`src/rtl/if_fetch_stage_pkg.sv`:
```
// Shared types and constants for the instruction fetch stage.
package if_pkg;

    localparam logic [31:0] NOP_WORD      = 32'b0;
    localparam int          INSTR_BYTES   = 4;
    localparam int          DEFAULT_DEPTH = 2;
    localparam int          CNT_W         = $clog2(DEFAULT_DEPTH + 1);

    typedef struct packed {
        logic [31:0] word;
        logic [31:0] addr;
    } fetch_entry_t;

    // Counters must hold 0..depth inclusive.
    function automatic int cnt_width(input int depth);
        return $clog2(depth + 1);
    endfunction

endpackage

```
`src/rtl/if_fetch_stage_if.sv`:
```
// Instruction memory request/response bus between the fetch stage and imem.
interface if_fetch_stage_if;

    logic        imem_req_valid;
    logic        imem_req_ready;
    logic [31:0] imem_req_addr;
    logic        imem_resp_valid;
    logic [31:0] imem_resp_data;

    modport master (
        output imem_req_valid,
        output imem_req_addr,
        input  imem_req_ready,
        input  imem_resp_valid,
        input  imem_resp_data
    );

    modport slave (
        input  imem_req_valid,
        input  imem_req_addr,
        output imem_req_ready,
        output imem_resp_valid,
        output imem_resp_data
    );

endinterface

```
`src/rtl/if_fetch_stage_fifo.sv`:
```
// Circular-buffer fetch queue: push/pop/flush with flush taking priority over push.
module fetch_fifo #(
    parameter int DEPTH = 2,
    parameter int WIDTH = 64
) (
    input  logic                         clk,
    input  logic                         rst,
    input  logic                         push,
    input  logic [WIDTH-1:0]             push_data,
    input  logic                         pop,
    input  logic                         flush,
    output logic [$clog2(DEPTH+1)-1:0]   count,
    output logic [WIDTH-1:0]             head
);

    localparam int CW = $clog2(DEPTH + 1);
    localparam int PW = (DEPTH > 1) ? $clog2(DEPTH) : 1;

    logic [WIDTH-1:0] mem [DEPTH];
    logic [PW-1:0]    rd_ptr, wr_ptr;

    function automatic logic [PW-1:0] ptr_inc(input logic [PW-1:0] p);
        return (p == PW'(DEPTH - 1)) ? '0 : p + 1'b1;
    endfunction

    assign head = mem[rd_ptr];

    always_ff @(posedge clk or negedge rst) begin
        if (!rst) begin
            rd_ptr <= '0;
            wr_ptr <= '0;
            count  <= '0;
        end else if (flush) begin
            rd_ptr <= '0;
            wr_ptr <= '0;
            count  <= '0;
        end else begin
            if (push) wr_ptr <= ptr_inc(wr_ptr);
            if (pop)  rd_ptr <= ptr_inc(rd_ptr);
            count <= count + CW'(push) - CW'(pop);
        end
    end

    // Storage carries data only; validity is tracked by count.
    always_ff @(posedge clk) begin
        if (push && !flush) mem[wr_ptr] <= push_data;
    end

endmodule

```
`src/rtl/if_fetch_stage.sv`:
```
// Fetch stage: PC generation, credit-limited imem requests, wrong-path discard and fetch queue.
module if_fetch_stage
    import if_pkg::*;
#(
    parameter logic [31:0] RESET_PC = 32'h0000_0000,
    parameter int          DEPTH    = 2
) (
    input  logic                    clk,
    input  logic                    rst,
    input  logic                    stall,
    input  logic                    loadForwardStall,
    input  logic                    superStall,
    input  logic                    branch_taken,
    input  logic [31:0]             branch_addr,
    if_fetch_stage_if.master        imem,
    output logic [31:0]             Instruction,
    output logic [31:0]             PC,
    output logic                    fetch_valid
);

    localparam int CW = cnt_width(DEPTH);

    logic          hold, pop, push, accept, drop, req_credit;
    logic [CW-1:0] outstanding, outstanding_nxt, discard, fifo_count;
    logic [CW:0]   occupancy;
    logic [31:0]   fetch_pc, resp_pc, branch_target;
    logic [1:0]    unused_addr_bits;
    fetch_entry_t  push_entry, head;

    assign hold          = stall | loadForwardStall | superStall;
    assign fetch_valid   = (fifo_count != '0);
    assign pop           = fetch_valid & ~hold & ~branch_taken;
    assign branch_target = {branch_addr[31:2], 2'b00};
    assign unused_addr_bits = branch_addr[1:0];

    // In-flight plus buffered words never exceed DEPTH, so a push can never overflow.
    assign occupancy  = {1'b0, outstanding} + {1'b0, fifo_count} - (CW+1)'(pop);
    assign req_credit = occupancy < (CW+1)'(DEPTH);

    assign imem.imem_req_valid = rst & ~branch_taken & req_credit;
    assign imem.imem_req_addr  = fetch_pc;

    assign accept          = imem.imem_req_valid & imem.imem_req_ready;
    assign drop            = imem.imem_resp_valid & ((discard != '0) | branch_taken);
    assign push            = imem.imem_resp_valid & ~drop;
    assign outstanding_nxt = outstanding + CW'(accept) - CW'(imem.imem_resp_valid);
    assign push_entry      = '{word: imem.imem_resp_data, addr: resp_pc};

    // resp_pc is the address of the next response that will be kept; dropped words do not advance it.
    always_ff @(posedge clk or negedge rst) begin
        if (!rst) begin
            fetch_pc    <= RESET_PC;
            resp_pc     <= RESET_PC;
            outstanding <= '0;
            discard     <= '0;
        end else begin
            outstanding <= outstanding_nxt;
            if (branch_taken) begin
                fetch_pc <= branch_target;
                resp_pc  <= branch_target;
                discard  <= outstanding_nxt;
            end else begin
                if (accept) fetch_pc <= fetch_pc + 32'(INSTR_BYTES);
                if (push)   resp_pc  <= resp_pc + 32'(INSTR_BYTES);
                if (drop)   discard  <= discard - CW'(1);
            end
        end
    end

    fetch_fifo #(
        .DEPTH (DEPTH),
        .WIDTH ($bits(fetch_entry_t))
    ) u_fifo (
        .clk       (clk),
        .rst       (rst),
        .push      (push),
        .push_data (push_entry),
        .pop       (pop),
        .flush     (branch_taken),
        .count     (fifo_count),
        .head      (head)
    );

    assign Instruction = fetch_valid ? head.word : NOP_WORD;
    assign PC          = fetch_valid ? head.addr + 32'(INSTR_BYTES) : 32'b0;

endmodule

```
`src/flat_wrapper.sv`:
```
// flat-port wrapper written by rule: the top's interface ports become plain ports
module if_fetch_stage_flat import if_pkg::*;
#(
    parameter logic [31:0] RESET_PC = 32'h0000_0000,
    parameter int          DEPTH    = 2
)
  (clk, rst, stall, loadForwardStall, superStall, branch_taken, branch_addr, Instruction, PC, fetch_valid, imem_imem_req_valid, imem_imem_req_addr, imem_imem_req_ready, imem_imem_resp_valid, imem_imem_resp_data);
  if_fetch_stage_if imem_i ();
  input  logic clk;
  input  logic rst;
  input  logic stall;
  input  logic loadForwardStall;
  input  logic superStall;
  input  logic branch_taken;
  input  logic [31:0] branch_addr;
  output logic [31:0] Instruction;
  output logic [31:0] PC;
  output logic fetch_valid;
  output wire logic [$bits(imem_i.imem_req_valid)-1:0] imem_imem_req_valid;
  output wire logic [$bits(imem_i.imem_req_addr)-1:0] imem_imem_req_addr;
  input wire logic [$bits(imem_i.imem_req_ready)-1:0] imem_imem_req_ready;
  input wire logic [$bits(imem_i.imem_resp_valid)-1:0] imem_imem_resp_valid;
  input wire logic [$bits(imem_i.imem_resp_data)-1:0] imem_imem_resp_data;
  assign imem_imem_req_valid = imem_i.imem_req_valid;
  assign imem_imem_req_addr = imem_i.imem_req_addr;
  assign imem_i.imem_req_ready = imem_imem_req_ready;
  assign imem_i.imem_resp_valid = imem_imem_resp_valid;
  assign imem_i.imem_resp_data = imem_imem_resp_data;
  if_fetch_stage #(.RESET_PC(RESET_PC), .DEPTH(DEPTH)) u_core (.clk(clk), .rst(rst), .stall(stall), .loadForwardStall(loadForwardStall), .superStall(superStall), .branch_taken(branch_taken), .branch_addr(branch_addr), .imem(imem_i), .Instruction(Instruction), .PC(PC), .fetch_valid(fetch_valid));
endmodule
```
`config.mk`:
```
export PLATFORM = sky130hd
export DESIGN_NAME = if_fetch_stage_flat
export DESIGN_NICKNAME = d
export VERILOG_FILES = /design/src/rtl/if_fetch_stage_pkg.sv /design/src/rtl/if_fetch_stage_if.sv /design/src/rtl/if_fetch_stage_fifo.sv /design/src/rtl/if_fetch_stage.sv /design/src/flat_wrapper.sv
export SDC_FILE = /design/constraint.sdc
export NUM_CORES = 1
export LEC_CHECK = 0
export CAP_MARGIN = 40
export CORE_ASPECT_RATIO = 1.4
export CORE_UTILIZATION = 53
export DETAILED_ROUTE_END_ITERATION = 7
export PLACE_DENSITY = 0.9
export SYNTH_ARGS = -nofsm -noshare
export SYNTH_HDL_FRONTEND = slang
export SYNTH_HIERARCHICAL = 1
export SYNTH_SLANG_ARGS = --single-unit
```
`constraint.sdc`:
```
create_clock -name clk -period 7.1 [get_ports clk]
set_input_delay 0.71 -clock clk [delete_from_list [all_inputs] [get_ports clk]]
set_output_delay 0.71 -clock clk [all_outputs]
set_load 0.005 [all_outputs]
```
After elaboration in Yosys (flattened, before gate mapping)
Memory sizes are Yosys's and may differ from the RTL's.
Index checks and enable logic that the tools add are counted.
{"block": "op_classes", "shifts": 0, "bitwise_logic": 13, "div": 0, "magnitude_cmp": 1, "eq_ne": 0, "muxes": 17, "n_reduce_logical": 8, "multipliers": 0, "add_sub_neg": 12}
{"op": "two-way mux 32 bit", "n": 6}
{"op": "adder 32 x 3 -> 32 bit (second input constant)", "n": 3}
{"op": "nonzero test 2 bit", "n": 6}
{"op": "two-way mux 1 bit", "n": 8}
{"op": "AND 1 bit", "n": 7}
{"op": "two-way mux 2 bit", "n": 3}
{"op": "adder 2 x 1 -> 2 bit", "n": 2}
{"op": "subtractor 2 x 1 -> 2 bit", "n": 2}
{"op": "adder 2 x 2 -> 3 bit", "n": 1}
{"op": "< comparator 3 x 2 -> 1 bit (second input constant)", "n": 1}
{"op": "inverter 1 bit", "n": 3}
{"op": "OR 1 bit", "n": 3}
{"op": "subtractor 3 x 1 -> 3 bit", "n": 1}
{"op": "adder 1 bit (second input constant)", "n": 2}
{"op": "subtractor 2 x 1 -> 2 bit (second input constant)", "n": 1}
{"op": "logical AND 1 bit", "n": 1}
{"op": "logical NOT 1 bit", "n": 1}
{"block": "word_totals", "rom_bits": 0, "latch_bits": 0, "out_inout_bits": 98, "ram_bits": 128, "regBits": 72, "inputBits": 72, "mem_count": 1}
{"name": "u_core.u_fifo.mem", "depth": 2, "width": 64, "rd": 1, "rd_ports_with_merged_regs": 0, "write_ports": 1, "line": "if_fetch_stage_fifo.sv:19", "rtl": "logic [WIDTH-1:0] mem [DEPTH];"}

Longest topological paths before layout
{"block": "logic_depth", "depth_word": 12, "mapped_depth": 15, "mapped_depth_nobuf": 12}

Cells and area by module
The synthesis kept the hierarchy.
{"module": "fetch_fifo", "instances": 1, "area_per_inst_um2": 5031.1, "cells_per_inst": 216}
{"module": "if_fetch_stage", "instances": 1, "area_per_inst_um2": 4663.2, "cells_per_inst": 554}

Worst setup path after synthesis
Ideal clock, no wire load.
{"block": "synth_path", "path_type": "in2reg", "startpoint": "input branch_taken", "endpoint": "memory u_core.u_fifo.mem[0][0] (enable)", "arrival_ns": 6.223, "setup_slack_ns": 0.297, "path_buffers": 3, "cell_stages": 5, "path_cell_list": "clkbuf_1 > clkbuf_1 > clkbuf_1 > nor2_1 > nor3b_1"}
{"block": "synth_between", "elab_chain_cells": 7}
{"element": "start: declaration", "line": "flat_wrapper.sv:14", "rtl": "input logic branch_taken;"}
{"element": "OR 1 bit", "line": "if_fetch_stage.sv:44", "rtl": "assign drop = imem.imem_resp_valid & ((discard != '0) | branch_taken);"}
{"element": "AND 1 bit", "line": "if_fetch_stage.sv:44"}
{"element": "inverter 1 bit", "line": "if_fetch_stage.sv:45", "rtl": "assign push = imem.imem_resp_valid & ~drop;"}
{"element": "AND 1 bit", "line": "if_fetch_stage.sv:45"}
{"element": "via u_core.push", "line": "if_fetch_stage.sv:23", "rtl": "logic hold, pop, push, accept, drop, req_credit;"}
{"element": "logical AND 1 bit", "line": "if_fetch_stage_fifo.sv:46", "rtl": "if (push && !flush) mem[wr_ptr] <= push_data;"}
{"element": "two-way mux 1 bit", "line": "if_fetch_stage_fifo.sv:46"}
{"element": "two-way mux 1 bit (implied by the code)", "line": "if_fetch_stage_fifo.sv:46"}
{"element": "end: declaration", "line": "if_fetch_stage_fifo.sv:19"}
The timed path passes the listed nets, and every way through them passes these cells.

==> results.ini <==
[layout]
final_cells=1189
layout_common_cells=163 x clkdlybuf4s50_1, 128 x edfxtp_1, 67 x dfrtp_1
nNetsFinal=1019
drive_gt1_frac=0.144
n_antenna_cell=0
areaGrowthSynthToFinish_pct=25.7
mostFrequentLayoutCell=clkdlybuf4s50_1
final_area_sq_um=12200

[clocking]
cts_hold_buffers=0
cts_sinks=196
cts_tree=yes
clkLatencyLatePin_ns=0.43
clk_pin_slew_ns=0.07
cts_setup_buffers=0
ctsResizeCount=0
cts_buffers=17
h-tree-depth=4
clk_path_buf_depth=2
cts_root_buf=clkbuf_16

[pwr]
peakVddDrop_uv=122
internal_power_mw=2.17
power_mw=2.96
swShare=0.267
pwr-share-comb=0.185
switchingPower_mw=0.791
power_density_nw_per_um2=243
power_frac_seq=0.471
pwr-share-clk=0.344
leakagePower_nw=4.43

[drt]
dr.pass1.iters=5
num_vias=6710
via_per_inst=5.64
route.detailed.drc=0
wl_per_cell_microns=17.5
antenna_left=0
drt_iter0_drc=524
drt_wl_total_microns=20800

[setup_path]
r2r-start=u_core/u_fifo/count[0]$_DFF_PN0_
startpoint=u_core/u_fifo/rd_ptr$_DFFE_PN0P_
reg2regPathDepth=12
critical_path.endpoint_type=primary output
worst-endpoint-required_ns=6.39
reg2reg_slack_ns=2.87
arrival_ns=4.07
r2r-end=u_core/imem.imem_req_addr[13]$_DFFE_PN0P_
cp_max_fo=34
path_class=reg -> out
crit_end=PC[20]
startpoint_type=flop

[grt]
grt_overflow_total=0
grtUsageTotal=0.231
grt_start_max_net_pins=69
grt_pass1_wl_microns=33200
grt_pass1_vias=6587
antenna_found_initial=0

[sta]
timing.fmax_mhz=209
rsz0062_at_grt=false
slew_viol_final=0
layout_min_cycle_time_ns=4.78
slew_headroom=0.393
setup_viol=0
fin_skew_ns=0.00896
report.final.hold_viol_count=0
setup_ws_ns=2.32
final.period_utilization=0.673
tns_ns=0
max_slew.worst_pin.slew_ns=0.907

[floorplanning]
ios=170
start_util=0.541
die_w_microns=116
core_area_sq_um=17900
die_y_microns=162
die_area_sq_um=18800
row_count=58

[logic_synthesis]
netlist_area_sq_um=9690
yosysSeqAreaShare=0.572
yosysUniqueCellTypes=57
syn_inst=770
ys_ff_latch=196
yosys_warnings=6
synth.avg_cell_area_sq_um=12.6
async_flop_share=0.347
synth_edf_count=128
synthFlopType=edfxtp_1

[worst_hold_path]
hp-class=in -> async

[place]
io_buffer_count=165
placed_cells=1157
place.gp.congestion=0.882
dp_hpwl_microns=14200
dp_slack_ns=2.47
place_area_sq_um=11600

[job]
cap_violations=0

[status]
outcome=finished clean

final cells by class:
cell class | count | area [sq um]
clock inverters | 15 | 211
multi-input cells | 529 | 3910
inverters | 20 | 75.1
repair buffers | 172 | 1710
flip-flops and latches | 196 | 5550
fillers | 1263 | 5740
clock buffers | 17 | 425
well taps | 240 | 300
synth_stat cells (3+ instances only):
cell,number,area share
buf_4,3,0.0023
ha_1,10,0.013
nand2_1,59,0.023
o21ai_0,46,0.024
dfrtp_1,68,0.18
and4_1,3,0.0027
edfxtp_1,128,0.40
xnor2_1,24,0.022
nand4_1,22,0.014
o311ai_0,9,0.0081
o21ai_1,3,0.0015
nand4_4,3,0.0066
nor2b_1,36,0.023
o211ai_1,10,0.0077
xor2_1,36,0.033
buf_6,9,0.010
clkbuf_1,14,0.0054
nor4_4,6,0.013
a31oi_1,6,0.0039
a21o_1,4,0.0031
nor2_1,57,0.022
a21oi_1,13,0.0067
nand3_1,46,0.024
inv_1,19,0.0074
mux2_2,19,0.022
and3_1,17,0.011
nand2b_1,3,0.0019
mux2_4,50,0.077
nor3_1,5,0.0026
or3_1,6,0.0039
registers in the layout (all words and copies together), names as in the netlist:
signal and cells:
u_core/outstanding 2, u_core/u_fifo/wr_ptr 1, u_core/discard 2, u_core/resp_pc 30
u_core/u_fifo/rd_ptr 1, u_core/u_fifo/mem 128, u_core/u_fifo/count 2, u_core/imem.imem_req_addr 30
cell families after synthesis:
| family | share of synthesized area |
|---|---|
| muxes | 0.101 |
| adders and majority gates | 0.0150 |
| other | 0.000387 |
| DFF | 0.572 |
| AOI/OAI and AO/OA | 0.0604 |
| buffers and inverters | 0.0277 |
| and+or+nand+nor | 0.167 |
| xor gates and xnor gates | 0.0565 |
critical path, stage by stage, from the launching register on:
cell,delay [ns]
dfrtp_4,0.75
buf_4,0.63
mux2_4,0.31
ha_1,0.23
nand2_1,0.13
nor4_4,0.56
nand3_1,0.18
xnor2_1,0.15
nor2_1,0.09
clkdlybuf4s50_1,0.55
stage by stage:
| stage | hold WS (ns) | util |
|---|---|---|
| finish | 0.160 | 0.680 |
| global route | 0.149 | 0.680 |
| CTS | 0.145 | 0.680 |
| detailed placement | 0.486 | 0.644 |
| global placement | 0.477 | 0.643 |
| floorplan | 0.414 | - |
power by group through the flow:
stage                     combinational [mW]  sequential, mW  clock [mW]
after floorplan                        0.293            1.40           0
after global placement                 0.524            1.41           0
after detailed placement               0.547            1.41           0
after CTS                              0.551            1.39        1.04
after global routing                   0.602            1.41        1.09
final                                  0.547            1.39        1.02
how the worst min path moves through the flow:
stage | end | slack [ns] | from
global placement | u_core/u_fifo/mem[0][31]$_DFFE_PP_ | 0.48 | u_core/resp_pc[31]$_DFFE_PN0N_
CTS | u_core/u_fifo/count[1]$_DFF_PN0_ | 0.15 | rst
detailed placement | u_core/u_fifo/mem[0][31]$_DFFE_PP_ | 0.49 | u_core/resp_pc[31]$_DFFE_PN0N_
finish | u_core/u_fifo/count[1]$_DFF_PN0_ | 0.16 | rst
floorplan | u_core/discard[0]$_DFFE_PN0P_ | 0.41 | rst
global route | u_core/u_fifo/count[1]$_DFF_PN0_ | 0.15 | rst
per-layer routing:
metal / up-vias / part of all wire / global-route usage
met5: - / 0 / 0
met4: 0 / 0.034 / 0.116
met3: 49 / 0.053 / 0.0388
met2: 265 / 0.52 / 0.393
met1: 3248 / 0.40 / 0.281
li1: 3148 / - / -
(Power assumes the default switching activity.)
